$ cat config.mk
export PLATFORM = sky130hd
export DESIGN_NAME = calc_keypad_entry
export DESIGN_NICKNAME = d
export VERILOG_FILES = /design/src/rtl/calc_keypad_entry.sv
export SDC_FILE = /design/constraint.sdc
export NUM_CORES = 1
export LEC_CHECK = 0
export CAP_MARGIN = 20
export CORE_UTILIZATION = 53
export CTS_CLUSTER_SIZE = 30
export DETAILED_ROUTE_END_ITERATION = 10
export PLACE_DENSITY_LB_ADDON = 0.05
export SETUP_SLACK_MARGIN = 0.15
export SKIP_CTS_REPAIR_TIMING = 1
export SLEW_MARGIN = 20
export SYNTH_ARGS = -nofsm -noshare
export SYNTH_HDL_FRONTEND = slang
export SYNTH_SLANG_ARGS = --single-unit
$ cat constraint.sdc
create_clock -name clk -period 4.6 [get_ports clk]
set_input_delay 0.92 -clock clk [delete_from_list [all_inputs] [get_ports clk]]
set_output_delay 0.92 -clock clk [all_outputs]
set_load 0.005 [all_outputs]
$ cat src/rtl/calc_keypad_entry.sv
// calc_keypad_entry: keypad-driven two-operand entry FSM feeding an ALU handshake (optional backspace via CALC_BACKSPACE_EN)
module calc_keypad_entry (
  input  logic        clk,
  input  logic        rst,
  input  logic        mode,
  input  logic [2:0]  pos_x,
  input  logic [1:0]  pos_y,
  input  logic        select,
  input  logic        exec_ready,
  output logic [15:0] input_screen,
  output logic [15:0] op1,
  output logic [15:0] op2,
  output logic [2:0]  op,
  output logic        exec_valid,
  output logic [1:0]  state
);
  typedef enum logic [1:0] {S_OP1 = 2'd0, S_OP2 = 2'd1, S_WAIT = 2'd2, S_RESULT = 2'd3} state_t;
  state_t      state_q, state_d;
  logic [15:0] screen_q, screen_d, op1_q, op1_d, op2_q, op2_d;
  logic [2:0]  op_q, op_d, count_q, count_d;
  logic        valid_q, valid_d, mode_q;
  logic [3:0]  digit;
  logic        in_entry, mode_chg, act, dig_ok, is_op, is_clr, is_enter;
`ifdef CALC_BACKSPACE_EN
  logic        is_bksp;
  assign is_bksp  = act && pos_x == 3'd5 && pos_y == 2'd1;
`endif
  assign digit    = {pos_y, pos_x[1:0]};
  assign in_entry = state_q == S_OP1 || state_q == S_OP2;
  assign mode_chg = mode != mode_q;
  // a select coinciding with a mode change in an entry state is dropped
  assign act      = select && !(in_entry && mode_chg);
  assign dig_ok   = act && !pos_x[2] && (mode || digit <= 4'd9);
  assign is_op    = act && pos_x == 3'd4;
  assign is_clr   = act && pos_x == 3'd5 && pos_y == 2'd0;
  assign is_enter = act && pos_x == 3'd5 && pos_y == 2'd2;
  // state and datapath registers
  always_ff @(posedge clk) begin
    if (rst) begin
      state_q  <= S_OP1;
      screen_q <= '0;
      op1_q    <= '0;
      op2_q    <= '0;
      op_q     <= '0;
      count_q  <= '0;
      valid_q  <= 1'b0;
      mode_q   <= mode;
    end else begin
      state_q  <= state_d;
      screen_q <= screen_d;
      op1_q    <= op1_d;
      op2_q    <= op2_d;
      op_q     <= op_d;
      count_q  <= count_d;
      valid_q  <= valid_d;
      mode_q   <= mode;
    end
  end
  // next-state logic; CLR wins everywhere except while waiting on the ALU
  always_comb begin
    state_d = state_q;
    case (state_q)
      S_OP1:    state_d = is_op ? S_OP2 : S_OP1;
      S_OP2:    state_d = is_enter ? S_WAIT : S_OP2;
      S_WAIT:   state_d = exec_ready ? S_RESULT : S_WAIT;
      default:  state_d = dig_ok ? S_OP1 : S_RESULT;
    endcase
    if (is_clr && state_q != S_WAIT) state_d = S_OP1;
  end
  // datapath updates for entry, operand latching and clearing
  always_comb begin
    screen_d = screen_q;
    op1_d    = op1_q;
    op2_d    = op2_q;
    op_d     = op_q;
    count_d  = count_q;
    valid_d  = state_d == S_WAIT;
    if (in_entry && mode_chg) begin
      screen_d = '0;
      count_d  = '0;
    end else if (is_clr && state_q != S_WAIT) begin
      screen_d = '0;
      count_d  = '0;
      op1_d    = '0;
      op2_d    = '0;
      op_d     = '0;
    end else if (in_entry) begin
      if (dig_ok && count_q != 3'd4) begin
        screen_d = {screen_q[11:0], digit};
        count_d  = count_q + 3'd1;
      end else if (is_op) begin
        op_d = {1'b0, pos_y};
        if (state_q == S_OP1) begin
          op1_d    = screen_q;
          screen_d = '0;
          count_d  = '0;
        end
      end else if (is_enter && state_q == S_OP2) begin
        op2_d = screen_q;
      end
`ifdef CALC_BACKSPACE_EN
      else if (is_bksp && count_q != 3'd0) begin
        screen_d = {4'h0, screen_q[15:4]};
        count_d  = count_q - 3'd1;
      end
`endif
    end else if (state_q == S_RESULT && dig_ok) begin
      op1_d    = '0;
      op2_d    = '0;
      screen_d = {12'h000, digit};
      count_d  = 3'd1;
    end
  end
  assign input_screen = screen_q;
  assign op1          = op1_q;
  assign op2          = op2_q;
  assign op           = op_q;
  assign exec_valid   = valid_q;
  assign state        = state_q;
endmodule
==> summary.txt <==
Crit Path Max Fanout - 16
EDFF count, synth - 0
Vias/cell - 5.90
Top FF cell, synth - dfxtp_1
Worst Path Buf+Inv - 1
Clock Skew - 8.35 ps
worst-margin pin slew - 1030 ps
Post-Syn Area - 2630 um^2
Max-Cap Viols - 0
post-synthesis sequential area ratio - 43.4%
syn_area_per_cell - 9.41 um^2
worst-path cell chain - clkdlybuf4s50_1 > xnor2_2 > o21ai_2 > nor4_4 > a221o_1
endpoints failing hold - 0
cts bufs inserted - 9
final slew viol count - 0
Hold EP - op1[8]
TritonCTS clock tree - done
fin crit period - 3120 ps
DIE AREA - 5240 um^2
Critical Path Max Stage Delay - 890 ps
Setup WS post-layout - 1480 ps
Rows - 25
pin count of the biggest net entering global routing - 24
Synthesized Nets - 291
initial DRC count - 161
initial antenna violation count - 0
setup violators final - 0
DR DRC count - 0
chip height - 72.4 um
vias in the first global route - 2178
worst hold path stage count - 2
Final ANT Viol Nets - 0
Post-synth top cells - 57 x dfxtp_1, 38 x nand2_1, 22 x a21oi_1
Synth area leader - dfxtp_1
share of post-route cells with drive strength above 1 - 7.83%
H-tree depth - 3
post-layout util - 71.7%
Critical Path AT - 3390 ps
I/O pin cnt - 64
Clock Tree Root - clkbuf_8
max_slew headroom - 30.9%
mux contribution to synthesized area - 6.86%
core box area - 4750 um^2
clk slew on worst S/H paths - 60 ps
first-pass GRT wire length - 10900 um
Startpoint Class - input pin
main combinational cell family by area after synthesis - compound AO/OA/AOI/OAI gates
GP Congestion - 0.828
CP max-delay cell - nor4_4
synth unique cells - 45
RSZ-0062 raised after global routing - no
Yosys top cell area share - 43.4%
PD cells - 293 nW/um^2
CP Class - input pin to flip-flop
most frequent cell after synthesis - dfxtp_1
Layout area overhead - 29.7%
fmax - 320 MHz
FF-to-FF End - op2[15]
yosys warns - 0
Worst path top cell family by delay - simple AND/OR/NAND/NOR gates
deepest clock path buffer count - 2
overall routing resource usage - 27.1%
DP HPWL - 4190 um
total gr overflow - 0
Synth Area in Adders - 0.953%
Min Hold Slack - 454 ps
Die Wd - 72.4 um
hold_sp - op1[8]
Worst-Skew Late Latency - 330 ps
drt pass-1 iters - 5
Initial Util - 55.2%
reg2reg start - mode_q
reg2reg setup slack - 2230 ps
complex-gate fraction of the synthesized area - 23.8%
XOR/XNOR share of the synthesized area - 0.667%
register bit total from synthesis - 57
Synth Area in Simple Gates - 18.5%
r2r worst-path depth - 4
post-route clock period utilization - 67.9%
via count - 2356
status - completed
Static Leak - 0.00118 uW
nets@finish - 343
diode count - 0
Synth area leaders - dfxtp_1 43%, mux2i_1 6.9%, a221o_1 6.1%
Post-synth ARST share - 0%
WL final - 6670 um
setup tns final - 0 ps
PortBufs - 62
Hold Crit Class - flip-flop to flip-flop
Post-Synthesis Cells - 279
crit path capture type - flip-flop
worst endpoint required time - 4860 ps
pre-CTS WS - 911 ps
Peak VDD IR - 185 uV
CTS Sinks - 57
WL/cell - 16.7 um
## final cells by class
| cell class | count | area [um^2] |
|---|---|---|
| clock buffers | 11 | 141 |
| clock inverters | 1 | 30.0 |
| fillers | 396 | 1350 |
| inverters | 5 | 18.8 |
| multi-input cells | 194 | 1360 |
| flip-flops and latches | 57 | 1140 |
| well taps | 67 | 83.8 |
| repair buffers | 64 | 636 |
## layout by cell type (no fill, tap or decap), drive strengths merged, types with 2 or more instances in the layout
| cell type | Yosys | final |
|---|---|---|
| nand2 | 38 | 38 |
| nor2 | 7 | 7 |
| nand3 | 20 | 20 |
| a21oi | 23 | 23 |
| o221ai | 2 | 2 |
| and2 | 2 | 2 |
| inv | 5 | 5 |
| buf | 15 | 2 |
| ha | 2 | 2 |
| o211ai | 19 | 19 |
| clkbuf | 8 | 11 |
| clkdlybuf4s50 | 0 | 62 |
| mux2i | 18 | 18 |
| and3 | 17 | 17 |
| dfxtp | 57 | 57 |
| nor2b | 2 | 2 |
| o21ai | 3 | 3 |
| nand2b | 3 | 3 |
| a221o | 16 | 16 |
| a311oi | 2 | 2 |
| a21o | 3 | 3 |
## tightest hold or removal path, delay by kind of cell (launching register included)
kind | cells | cell delay, ps
mux | 1 | 50
flops | 1 | 310
simple gates | 1 | 50
## per-stage QoR
stage	instances	total power [uW]	cell area, um^2
final	399	1000	3410
after global routing	399	1030	3410
after CTS	399	998	3390
after detailed placement	387	577	3220
after global placement	387	576	3220
after floorplan	279	556	2630
## flip-flops by register name, summed over array words and instances (netlist names)
signal	count
count_q	3
input_screen	16
op1	16
mode_q	1
op2	16
op	2
state	2
exec_valid	1
## worst max-delay path by stage
stage               from  endpoint  slack (ps)  cells after the start
floorplan           mode    op2[0]        2340                      6
global placement    mode    op2[9]        1030                      5
detailed placement  mode    op2[5]         910                      5
CTS                 mode   op2[15]        1260                      5
global route        mode   op2[13]        1340                      5
finish              mode   op2[15]        1480                      5
## layer usage
layer,wire length (um),share of wire [%],track usage (%),vias up
li1,-,-,-,1132
met1,3020,45,36.5,1118
met2,3200,48,43.4,93
met3,330,4.9,5.56,13
met4,117,1.8,8.71,0
met5,0,0,0,-
## report_power, final
part / switching, uW / internal (uW) / leakage [uW]
Clock: 177 / 253 / 0.0000872
Sequential: 2.47 / 496 / 0.000459
Combinational: 49.5 / 21.9 / 0.000631
## cells by family (layout without fill, tap and decap cells)
family | Yosys count | count (layout)
and+or+nand+nor | 95 | 95
AOI/OAI and AO/OA | 76 | 76
DFF | 57 | 57
buffers and inverters | 28 | 81
muxes | 18 | 18
adders and majority gates | 2 | 2
xor gates and xnor gates | 2 | 2
other | 1 | 1
Power figures use the tool's default switching activity.
